`src/rtl/ll_page_mgr.sv`:
```
// ll_page_mgr: linked-list page manager for the shared packet buffer.
// Owns the page link memory ({last, next} per page) and the free-page list
// (head/tail/empty), and serves allocation, link write, link read and
// chain-return requests over srdy/drdy handshakes. One request is granted
// per cycle, which keeps the single-write / single-read link memory free of
// read/write hazards.
module ll_page_mgr #(
    parameter int pg_asz = 8
) (
    input  logic                clk,
    input  logic                reset,

    // page allocation request / response
    input  logic                par_srdy,
    output logic                par_drdy,
    output logic                parr_srdy,
    input  logic                parr_drdy,
    output logic [pg_asz-1:0]   parr_page,

    // link write {last, page, next}
    input  logic                lnp_srdy,
    output logic                lnp_drdy,
    input  logic [2*pg_asz:0]   lnp_pnp,

    // link read request / response
    input  logic                rlp_srdy,
    output logic                rlp_drdy,
    input  logic [pg_asz-1:0]   rlp_rd_page,
    output logic                rlpr_srdy,
    input  logic                rlpr_drdy,
    output logic [pg_asz:0]     rlpr_data,

    // chain return {start, end}
    input  logic                drf_srdy,
    output logic                drf_drdy,
    input  logic [2*pg_asz-1:0] drf_page_list,

    output logic                init_done
);

    localparam int n_pages = 2 ** pg_asz;
    localparam logic [pg_asz-1:0] last_page = {pg_asz{1'b1}};
    localparam logic [pg_asz-1:0] pg_zero   = '0;
    localparam logic [pg_asz-1:0] pg_one    = {{(pg_asz-1){1'b0}}, 1'b1};

    typedef enum logic [1:0] {
        st_init,
        st_idle,
        st_rlp_rsp,
        st_alc_rsp
    } state_t;

    state_t state, state_nxt;

    // request field decode
    logic              lnp_last;
    logic [pg_asz-1:0] lnp_page;
    logic [pg_asz-1:0] lnp_next;
    logic [pg_asz-1:0] drf_start;
    logic [pg_asz-1:0] drf_end;

    assign lnp_last  = lnp_pnp[2*pg_asz];
    assign lnp_page  = lnp_pnp[2*pg_asz-1:pg_asz];
    assign lnp_next  = lnp_pnp[pg_asz-1:0];
    assign drf_start = drf_page_list[2*pg_asz-1:pg_asz];
    assign drf_end   = drf_page_list[pg_asz-1:0];

    // free-list and bookkeeping state
    logic [pg_asz-1:0] head;
    logic [pg_asz-1:0] tail;
    logic              empty;
    logic [pg_asz-1:0] init_cnt;
    logic              head_pend;   // head must follow the link read this cycle

    // grants (exactly one winner at most, only in IDLE)
    logic gnt_lnp, gnt_drf, gnt_rlp, gnt_par;

    // link memory ports
    logic [pg_asz:0]   mem [n_pages];
    logic              mem_we;
    logic [pg_asz-1:0] mem_waddr;
    logic [pg_asz:0]   mem_wdata;
    logic              mem_re;
    logic [pg_asz-1:0] mem_raddr;
    logic [pg_asz:0]   rd_data;

    // state register; reset restarts initialisation from page 0
    always_ff @(posedge clk or posedge reset) begin
        if (reset) state <= st_init;
        else       state <= state_nxt;
    end

    // next state and fixed-priority grant: lnp > drf > rlp > par
    always_comb begin
        state_nxt = state;
        gnt_lnp   = 1'b0;
        gnt_drf   = 1'b0;
        gnt_rlp   = 1'b0;
        gnt_par   = 1'b0;
        case (state)
            st_init: begin
                if (init_cnt == last_page) state_nxt = st_idle;
            end
            st_idle: begin
                if (lnp_srdy) begin
                    gnt_lnp = 1'b1;
                end else if (drf_srdy) begin
                    gnt_drf = 1'b1;
                end else if (rlp_srdy) begin
                    gnt_rlp   = 1'b1;
                    state_nxt = st_rlp_rsp;
                end else if (par_srdy && !empty) begin
                    // an empty list simply withholds par_drdy until a return
                    gnt_par   = 1'b1;
                    state_nxt = st_alc_rsp;
                end
            end
            st_rlp_rsp: begin
                if (rlpr_drdy) state_nxt = st_idle;
            end
            st_alc_rsp: begin
                if (parr_drdy) state_nxt = st_idle;
            end
            default: state_nxt = st_init;
        endcase
    end

    assign lnp_drdy  = gnt_lnp;
    assign drf_drdy  = gnt_drf;
    assign rlp_drdy  = gnt_rlp;
    assign par_drdy  = gnt_par;
    assign parr_srdy = (state == st_alc_rsp);
    assign rlpr_srdy = (state == st_rlp_rsp);
    assign rlpr_data = rd_data;

    // link memory port selection: init fill, link write, chain splice, reads
    always_comb begin
        mem_we    = 1'b0;
        mem_waddr = pg_zero;
        mem_wdata = '0;
        mem_re    = 1'b0;
        mem_raddr = pg_zero;
        if (state == st_init) begin
            mem_we    = 1'b1;
            mem_waddr = init_cnt;
            mem_wdata = (init_cnt == last_page) ? {1'b1, pg_zero}
                                                : {1'b0, init_cnt + pg_one};
        end
        if (gnt_lnp) begin
            mem_we    = 1'b1;
            mem_waddr = lnp_page;
            mem_wdata = {lnp_last, lnp_next};
        end
        if (gnt_drf && !empty) begin
            // splice the returned chain behind the current tail
            mem_we    = 1'b1;
            mem_waddr = tail;
            mem_wdata = {1'b0, drf_start};
        end
        if (gnt_rlp) begin
            mem_re    = 1'b1;
            mem_raddr = rlp_rd_page;
        end
        if (gnt_par) begin
            mem_re    = 1'b1;
            mem_raddr = head;
        end
    end

    // link memory write port (contents are rebuilt by init after reset)
    always_ff @(posedge clk) begin
        if (mem_we) mem[mem_waddr] <= mem_wdata;
    end

    // registered read port; holds its value while a response is stalled
    always_ff @(posedge clk or posedge reset) begin
        if (reset)       rd_data <= '0;
        else if (mem_re) rd_data <= mem[mem_raddr];
    end

    // free-list pointers, init counter and allocation response page
    always_ff @(posedge clk or posedge reset) begin
        if (reset) begin
            head      <= pg_zero;
            tail      <= pg_zero;
            empty     <= 1'b1;
            init_cnt  <= pg_zero;
            init_done <= 1'b0;
            parr_page <= pg_zero;
            head_pend <= 1'b0;
        end else begin
            if (state == st_init) begin
                init_cnt <= init_cnt + pg_one;
                if (init_cnt == last_page) begin
                    head      <= pg_zero;
                    tail      <= last_page;
                    empty     <= 1'b0;
                    init_done <= 1'b1;
                end
            end
            if (gnt_drf) begin
                tail <= drf_end;
                if (empty) begin
                    head  <= drf_start;
                    empty <= 1'b0;
                end
            end
            if (gnt_par) begin
                parr_page <= head;
                // last free page: head is stale but unused until a return
                if (head == tail) empty <= 1'b1;
                head_pend <= (head != tail);
            end
            // follow the link exactly once, in the first response cycle
            if (state == st_alc_rsp && head_pend) begin
                head      <= rd_data[pg_asz-1:0];
                head_pend <= 1'b0;
            end
        end
    end

endmodule
```
`config.mk`:
```
export PLATFORM = sky130hd
export DESIGN_NAME = ll_page_mgr
export DESIGN_NICKNAME = d
export VERILOG_FILES = /design/src/rtl/ll_page_mgr.sv
export SDC_FILE = /design/constraint.sdc
export NUM_CORES = 2
export LEC_CHECK = 0
export ABC_AREA = 1
export CAP_MARGIN = 20
export CORE_MARGIN = 4
export CORE_UTILIZATION = 30
export CTS_CLUSTER_DIAMETER = 100
export DETAILED_ROUTE_END_ITERATION = 6
export SLEW_MARGIN = 20
export SYNTH_ARGS = -nofsm -noshare
export SYNTH_HDL_FRONTEND = slang
export SYNTH_SLANG_ARGS = --single-unit
```
`constraint.sdc`:
```
create_clock -name clk -period 25.1 [get_ports clk]
set_clock_uncertainty 0.2 [all_clocks]
set_input_delay 3.765 -clock clk [delete_from_list [all_inputs] [get_ports clk]]
set_output_delay 3.765 -clock clk [all_outputs]
set_load 0.1 [all_outputs]
```
==> key figures <==
Status
  • Outcome: finished clean

Routing
  • Via count: 65070
  • Residual DRC count: 0
  • Final wirelength: around 280000 microns
  • Routed Antenna Nets: 0
  • WL per Instance: about 22 microns
  • Via-to-Cell Ratio: roughly 5.2
  • First-pass DRT Iterations: 6
  • Iter 0 DRT Violations: slightly below 8000

Synthesis
  • Cells after Synth: 8273
  • Most instantiated library cell after synthesis: nand3_1
  • Ys flop type: edfxtp_1
  • Post-synth net total: approximately 8300
  • Seq/Total Area, Yosys: 0.7264
  • Avg Cell Area, Syn: ~12 sq um
  • Synth warn: 0
  • Asr flop ratio synth: 0.01957
  • Post-synth top area cell: edfxtp_1
  • EDFF count, synth: roughly 2300
  • Top cells by count, synth: 2504 x nand3_1, 2304 x edfxtp_1, 2135 x nand2_1, 339 x buf_2, 327 x nor2_1
  • Number of synthesized register bits: 2350
  • Cell area after synthesis: 0.09683 sq mm
  • Synth top area share: 0.7145
  • Top post-synthesis cells by area: edfxtp_1 71%, nand3_1 13%, nand2_1 8.3%
  • Count of cell types in the netlist: 38

Critical path
  • Worst Path Required: approximately 21 ns
  • Kind of cell adding the most delay to the critical path: buffers and inverters
  • WP data arrival: approximately 6.3 ns
  • WS Path Type: in2out
  • Critical path capture point type: primary output
  • Setup crit start kind: input pin
  • CP Max Fanout: 17
  • Critical Path Slowest Stage Cell: clkdlybuf4s50_1
  • Critical path's largest stage delay: 1.19 ns
  • Cell mode on critical path: clkdlybuf4s50_1
  • CP bufs+invs: 4
  • Critical path cell sequence: clkdlybuf4s50_1 -> inv_1 -> nand2_1 -> nor2_2 -> nand2_2 -> inv_2 -> clkdlybuf4s50_1

Run
  • Max Cap Viol: 0

CTS
  • CTS resizes: 0
  • Sink Count: 2350
  • Post-CTS Setup Inserts: 0
  • Clk Latency, worst-skew pair: between 0.8 and 0.9 ns
  • CTS tree: done
  • Max clock buf depth: 3
  • Max H-tree Level: 4
  • Clock Pin Slew Worst Setup and Hold Paths: approximately 0.070 ns
  • TritonCTS buffer count: ~240
  • CTS Hold Bufs: 0
  • Root Driver: clkbuf_16

Die
  • Initial Util: 0.3015
  • Die Height: roughly 580 microns
  • Die area: 0.3319 sq mm
  • Ports: 73
  • Num rows: 208
  • Core Box Area: between 0.3 and 0.4 sq mm
  • Die width: 576.1 microns

Place
  • Cell Area, Placed: roughly 0.10 sq mm
  • IO buf count: 72
  • HPWL after DPL: 155300 microns
  • Final GP Congestion: around 0.85

Timing
  • WHS: between 0.3 and 0.4 ns
  • FMAX: roughly 0.097 GHz
  • RSZ-0062 raised after global routing: false
  • Transition time of the tightest slew-check pin: about 1.2 ns
  • Setup_tns: 0 ns
  • Relative slew slack: 0.1803
  • Final slew viol count: 0
  • Final Cycle Share: 0.4106
  • Final setup vio count: 0
  • Final hold viol count: 0
  • Fin crit period: just over 10 ns

Cells and area
  • Multi-input logic area: between 0.02 and 0.025 sq mm
  • Register area: between 0.07 and 0.08 sq mm
  • Number of fill cells: roughly 31000
  • Fin area: ~0.11 sq mm
  • Area delta synth->final: 12.43%
  • Final nets: 8169
  • Share of layout cells above drive strength 1: 0.05775

Global routing
  • Remaining global-route overflow: 0
  • Pin count of the biggest net entering global routing: about 240
  • Vias in the first global route: between 60000 and 70000
  • GR Util All Layers: 0.1640
  • Initial antenna violation count: 8
  • First-pass GRT wire length: between 400000 and 500000 microns

Pwr
  • PwrDens: 96.11 mW/mm^2
  • Worst vdd ir: ~0.17 mV
  • Leak pwr: approximately 0.037 uW

Hold path
  • Min-Delay Path Class: reg2reg
==> power by group <==
part | leakage [uW] | internal [uW] | total, uW | switching, uW
clock network | 0.00362 | 1940 | 3430 | 1490
registers | 0.0216 | 5040 | 5100 | 58.7
logic | 0.0122 | 289 | 1940 | 1650
==> layout make-up <==
cell class                 instances  area share
sequential                      2350      0.6461
multi-input combinational       5152      0.2137
clock buffer                     311     0.05749
tap                             4305     0.04948
timing repair buffer             180     0.01515
clock inverter                   119     0.01079
inverter                         199    0.007206
antenna                            3  0.00006896
==> registers in the layout (all words and copies together) (netlist names) <==
signal / count
rlpr_data: 9
init_cnt: 8
empty: 1
mem: 2304
head: 8
parr_page: 8
tail: 8
head_pend: 1
state: 2
init_done: 1
==> layout by cell type, fill, tap and decap left out, types with 24 or more instances in the layout <==
cell type / count
clkbuf_16: 237
nand3_1: 2501
nand2_1: 2119
buf_4: 98
a21oi_1: 24
inv_1: 183
clkinv_2: 35
clkdlybuf4s50_1: 71
dfrtp_1: 45
nand3b_1: 81
edfxtp_1: 2304
clkbuf_1: 69
nor2_1: 323
clkinv_1: 48
==> routing by layer <==
| layer | part of all wire | up-vias | global-route usage |
|---|---|---|---|
| li1 | - | 29130 | - |
| met1 | 0.40 | 32150 | 0.2170 |
| met2 | 0.47 | 3214 | 0.2639 |
| met3 | 0.090 | 574 | 0.03271 |
| met4 | 0.042 | 4 | 0.06669 |
| met5 | 0.000078 | - | 0 |
==> logic make-up (layout without fill, tap and decap cells) <==
group / after synthesis / count (layout) / share of synthesized area
AND/OR/NAND/NOR: 5068 / 5068 / 0.2326
buffers and inverters: 771 / 809 / 0.03524
AO/OA/AOI/OAI: 75 / 75 / 0.004884
flip-flops: 2350 / 2350 / 0.7264
adder cells (fa/ha/maj): 1 / 1 / 0.0001292
other: 0 / 3 / 0
XOR/XNOR: 8 / 8 / 0.0007236
==> worst reg2reg max path, delay by kind of cell, from the launching register on <==
family	cells	cell delay [ns]
buf+inv	4	2.60
flops	1	0.58
simple gates	15	3.69
==> metrics by stage <==
| stage | power (uW) | setup WS (ns) | cells | util |
|---|---|---|---|---|
| 2_1_floorplan | 6459 | 4.253 | 8273 | - |
| 3_3_place_gp | 7072 | 14.36 | 12180 | 0.3157 |
| 3_5_place_dp | 7104 | 14.37 | 12190 | 0.3158 |
| 4_1_cts | 10490 | 14.79 | 12620 | 0.3389 |
| 5_1_grt | 10780 | 14.65 | 12620 | 0.3390 |
| 6_report | 10460 | 14.79 | 12620 | 0.3390 |
==> worst paths after layout <==
kind | startpoint | cells past startpoint | slack [ns] | endpoint
max in group asynchronous | reset | 2 | 20.97 | rlpr_data[8]
hold reg to reg | empty | 2 | 0.30 | empty
setup / recovery | lnp_srdy | 7 | 14.79 | par_drdy
hold / removal | empty | 2 | 0.30 | empty
min in group asynchronous | reset | 2 | 3.18 | parr_page[1]
setup reg to reg | empty | 19 | 17.98 | rlpr_data[5]
(Power assumes the default switching activity.)
